==> src/rtl/scratchpad_feature_loader.sv <==
// Write sequencer that streams bus beats into the scratchpad feature memory,
// walking lines inside each group, then signalling completion to the controller.
module scratchpad_feature_loader #(
    parameter int Tn             = 8,
    parameter int KERNEL_SIZE    = 5,
    parameter int FEATURE_WIDTH  = 16,
    parameter int DATA_BUS_WIDTH = 128
) (
    input  logic                      clk,
    input  logic                      rst,
    input  logic                      start,
    input  logic                      abort,
    input  logic [8:0]                cfg_groups,
    input  logic [3:0]                cfg_lines,
    input  logic                      s_valid,
    input  logic [DATA_BUS_WIDTH-1:0] s_data,
    output logic                      s_ready,
    output logic                      wr_en,
    output logic [8:0]                wr_mem_group,
    output logic [3:0]                wr_mem_line,
    output logic [DATA_BUS_WIDTH-1:0] wr_data,
    output logic                      busy,
    output logic                      done,
    output logic                      cfg_err
);
    localparam int         ELEMS = DATA_BUS_WIDTH / FEATURE_WIDTH;
    localparam logic [8:0] MAX_G = 9'(Tn);
    localparam logic [3:0] MAX_L = 4'(KERNEL_SIZE);

    typedef enum logic [1:0] {S_IDLE, S_LOAD, S_DRAIN, S_DONE} state_t;
    state_t state, state_nxt;

    logic [8:0] grp_cnt, cfg_g;
    logic [3:0] line_cnt, cfg_l;
    logic       cfg_legal, launch, beat, line_wrap, last_beat, kill;

    assign cfg_legal = (cfg_groups != '0) && (cfg_groups <= MAX_G) &&
                       (cfg_lines  != '0) && (cfg_lines  <= MAX_L);
    // abort beats start while idle, so neither a fill nor a cfg_err results
    assign launch    = (state == S_IDLE) && start && !abort;
    assign kill      = abort && ((state == S_LOAD) || (state == S_DRAIN));
    assign s_ready   = (state == S_LOAD) && !abort;
    assign beat      = s_valid && s_ready;
    assign line_wrap = (line_cnt == cfg_l - 4'd1);
    assign last_beat = line_wrap && (grp_cnt == cfg_g - 9'd1);
    assign busy      = (state == S_LOAD) || (state == S_DRAIN);
    assign done      = (state == S_DONE);

    always_ff @(posedge clk or posedge rst) begin
        if (rst) state <= S_IDLE;
        else     state <= state_nxt;
    end

    always_comb begin
        state_nxt = state;
        unique case (state)
            S_IDLE:  if (launch && cfg_legal) state_nxt = S_LOAD;
            S_LOAD: begin
                if (abort)                  state_nxt = S_IDLE;
                else if (beat && last_beat) state_nxt = S_DRAIN;
            end
            S_DRAIN: state_nxt = abort ? S_IDLE : S_DONE;
            S_DONE:  state_nxt = S_IDLE;
            default: state_nxt = S_IDLE;
        endcase
    end

    always_ff @(posedge clk or posedge rst) begin
        if (rst) begin
            cfg_g        <= '0;
            cfg_l        <= '0;
            grp_cnt      <= '0;
            line_cnt     <= '0;
            wr_en        <= 1'b0;
            wr_mem_group <= '0;
            wr_mem_line  <= '0;
            cfg_err      <= 1'b0;
        end else begin
            wr_en   <= beat;
            cfg_err <= launch && !cfg_legal;
            if (launch && cfg_legal) begin
                cfg_g    <= cfg_groups;
                cfg_l    <= cfg_lines;
                grp_cnt  <= '0;
                line_cnt <= '0;
            end else if (kill) begin
                grp_cnt  <= '0;
                line_cnt <= '0;
            end else if (beat) begin
                // line is the inner index; group advances on the wrapping beat
                if (line_wrap) begin
                    line_cnt <= '0;
                    grp_cnt  <= grp_cnt + 9'd1;
                end else begin
                    line_cnt <= line_cnt + 4'd1;
                end
            end
            if (beat) begin
                wr_mem_group <= grp_cnt;
                wr_mem_line  <= line_cnt;
            end
        end
    end

    // Data register filled per feature element; holds its value between writes.
    always_ff @(posedge clk or posedge rst) begin
        if (rst) begin
            wr_data <= '0;
        end else if (beat) begin
            for (int e = 0; e < ELEMS; e++)
                wr_data[e*FEATURE_WIDTH +: FEATURE_WIDTH] <= s_data[e*FEATURE_WIDTH +: FEATURE_WIDTH];
        end
    end

endmodule

==> config.mk <==
export PLATFORM = sky130hd
export DESIGN_NAME = scratchpad_feature_loader
export DESIGN_NICKNAME = d
export VERILOG_FILES = /design/src/rtl/scratchpad_feature_loader.sv
export SDC_FILE = /design/constraint.sdc
export NUM_CORES = 1
export LEC_CHECK = 0
export BUFFER_PORTS_ARGS = -buffer_cell sky130_fd_sc_hd__buf_4
export CORE_MARGIN = 8
export CORE_UTILIZATION = 40
export DETAILED_ROUTE_END_ITERATION = 6
export PLACE_DENSITY = 0.68
export SLEW_MARGIN = 20
export SYNTH_ARGS = -nofsm -noshare
export SYNTH_HDL_FRONTEND = slang
export SYNTH_SLANG_ARGS = --single-unit
==> constraint.sdc <==
create_clock -name clk -period 7.2 [get_ports clk]
set_input_delay 0.72 -clock clk [delete_from_list [all_inputs] [get_ports clk]]
set_output_delay 0.72 -clock clk [all_outputs]
set_load 0.05 [all_outputs]
==> metrics <==
Fin. Hold Viols=0; TritonRoute pass-1 iters=4; layout cells sized above 1=62.2%; pin count of the biggest net entering global routing=105; max-slew violation count=0; Synth Instances=469; first-pass GRT wire length=29300 µm; CP required=7.50 ns; DR DRC count=0; EDFF count, synth=0; DR WL/cell=18.8 µm; Fill cells=1417; vias in the first global route=5287; top-area cell type share of the netlist area=61.3%; crit path max fanout=79; dpl ws=3.71 ns; GRT busiest layer=met2; setup violators final=0; Final min period=3.30 ns; Area Growth Syn to Fin=43.9%; TritonCTS Buffers=17; Reg clk slew, reported paths=0.06 ns; Starting Density=40.7%; core box area=17200 µm²; critical path class=flip-flop to flip-flop; Peak Freq=303 MHz; commonest non-fill, non-tap cells in the layout=buf_4 (293), dfrtp_1 (171), mux2_2 (145); Async SR Flop Fraction=100%; CTS tree=yes; peak supply drop=0.367 mV; hold slack=0.495 ns; power density cells=526 nW/µm²; commonest register cell after synthesis=dfrtp_1; Synth area leader=dfrtp_1; Hold Crit Class=input pin to asynchronous set/reset pin; sequential element share of the synthesized area=61.3%; Tot GR Track Use=16.9%; layout net count=917; FF/Latch Area=4280 µm²; Syn Nets=624; Port Buffers=291; RSZ-0062 raised after global routing=no; Synth area leaders=dfrtp_1 (61%), mux2_2 (23%), xnor2_1 (1.8%); clk sinks=171; R2R cell count=7; GPL Wtd Cong=0.771; Pleak=4.87 nW; Hold Buf Count CTS=0; syn avg cell area=14.9 µm²; Synth cell types=46; WL final=18800 µm; DR iter-0 viols=115; area of the multi-input gates=2580 µm²; flop2flop setup slack=3.90 ns; post-detail-place hpwl=14500 µm; Vias=4812; Slew headroom=33.0%; met2 global-route usage=28.3%; Critical Path Start Type=flip-flop; latest clock arrival within the worst-skew pair=0.42 ns; antenna viol nets, final=0; initial antenna violation count=0; placed insts=968; Layout Skew=0.00590 ns; FF-to-FF Start=state[1]$_DFFE_PP0P_; # Post-CTS Setup Buffers=0; Die H=148 µm; PostCTS Resize Cnt=0; number of diodes=0; Boundary Pins=292; CP Data Arrival Time=3.59 ns; CTS Buffer Depth=2; utilization after layout=58.5%; Design Power=5.28 mW; met1 usage=19.6%; CP endpoint kind=flip-flop; Post-Syn Area=6980 µm²; root buffer cell=clkbuf_16; die span in x=148 µm; FF+latch count, synth=171; met3 GRT Util=5.62%; post-route cell area=10000 µm²; grt total ovfl=0; max cap viols=0; outcome=finished, final reports clean; Tightest Pin Transition=1.01 ns; Ys Warns=0; Final Non-Filler Cells=1000; fin crit share=45.8%; Final WS setup=3.90 ns; Placement Cell Area=9390 µm²; RR Endpoint=wr_data[17]$_DFFE_PP0P_; die area=21900 µm²; FP Rows=48; commonest non-fill, non-tap cell in the layout=buf_4; vias per cell=4.81; H-tree depth=4; setup TNS=0 ns
## critical path, cell delays in order, from the launching register on
cell and delay, ns:
dfrtp_1 0.40, inv_1 0.13, ha_1 0.19, nor2b_2 0.20, nand2_2 0.31, inv_4 0.80, buf_4 0.69, mux2_2 0.41
## cells by family (layout without fill, tap and decap cells)
kind of cell | count (synthesis) | in the layout | synth area share [%]
adder cells (fa/ha/maj) | 9 | 9 | 1.61
XOR/XNOR | 25 | 25 | 3.44
flip-flops | 171 | 171 | 61.3
buffers and inverters | 31 | 337 | 1.83
AND/OR/NAND/NOR | 63 | 63 | 5.50
multiplexers | 153 | 153 | 24.6
AO/OA/AOI/OAI | 17 | 17 | 1.74
## power breakdown
part / switching (mW) / total (mW) / leakage [nW] / internal (mW)
clock network: 0.384 / 1.01 / 0.317 / 0.623
registers: 0.216 / 1.56 / 2.11 / 1.35
logic: 1.82 / 2.71 / 2.44 / 0.893
## final cells by class
cell class,instances,area share [%]
flip-flops and latches,171,42.6
multi-input cells,267,25.6
repair buffers,293,21.9
clock buffers,17,4.23
well taps,225,2.80
clock inverters,15,2.33
inverters,12,0.523
## cells in the mapped netlist, drive strengths merged, types with 2 or more instances
cell / count
nand2b: 2
xnor2: 14
o21ai: 4
xor2: 10
nor3b: 2
nor2b: 3
a21oi: 4
and3: 3
and2: 7
nor4: 3
ha: 9
dfrtp: 171
nand2: 6
mux2i: 4
nor2: 19
nand4: 8
inv: 12
nand3: 3
buf: 10
clkbuf: 9
nor3: 4
mux2: 149
## how the worst max path moves through the flow
stage / depth (start not counted) / to / start
6_report: 7 / wr_data[17]$_DFFE_PP0P_ / state[1]$_DFFE_PP0P_
5_1_grt: 7 / wr_data[39]$_DFFE_PP0P_ / state[1]$_DFFE_PP0P_
4_1_cts: 7 / wr_data[17]$_DFFE_PP0P_ / state[1]$_DFFE_PP0P_
3_5_place_dp: 6 / wr_data[3]$_DFFE_PP0P_ / abort
3_3_place_gp: 6 / wr_data[70]$_DFFE_PP0P_ / abort
2_1_floorplan: 1 / cfg_err$_DFF_PP0_ / rst
## state kept, by name, indices dropped and copies added (netlist names), 2 cells and up
signal / flops
line_cnt: 4
wr_mem_group: 9
wr_mem_line: 4
cfg_l: 4
wr_data: 128
grp_cnt: 9
state: 2
cfg_g: 9
## per-layer routing
metal | part of all wire, % | wire length (µm) | vias up
met4 | 2.2 | 415 | 0
li1 | - | - | 2223
met3 | 8.5 | 1590 | 27
met5 | 0 | 0 | -
met1 | 39 | 7370 | 2357
met2 | 50 | 9370 | 205
(Power assumes the default switching activity.)
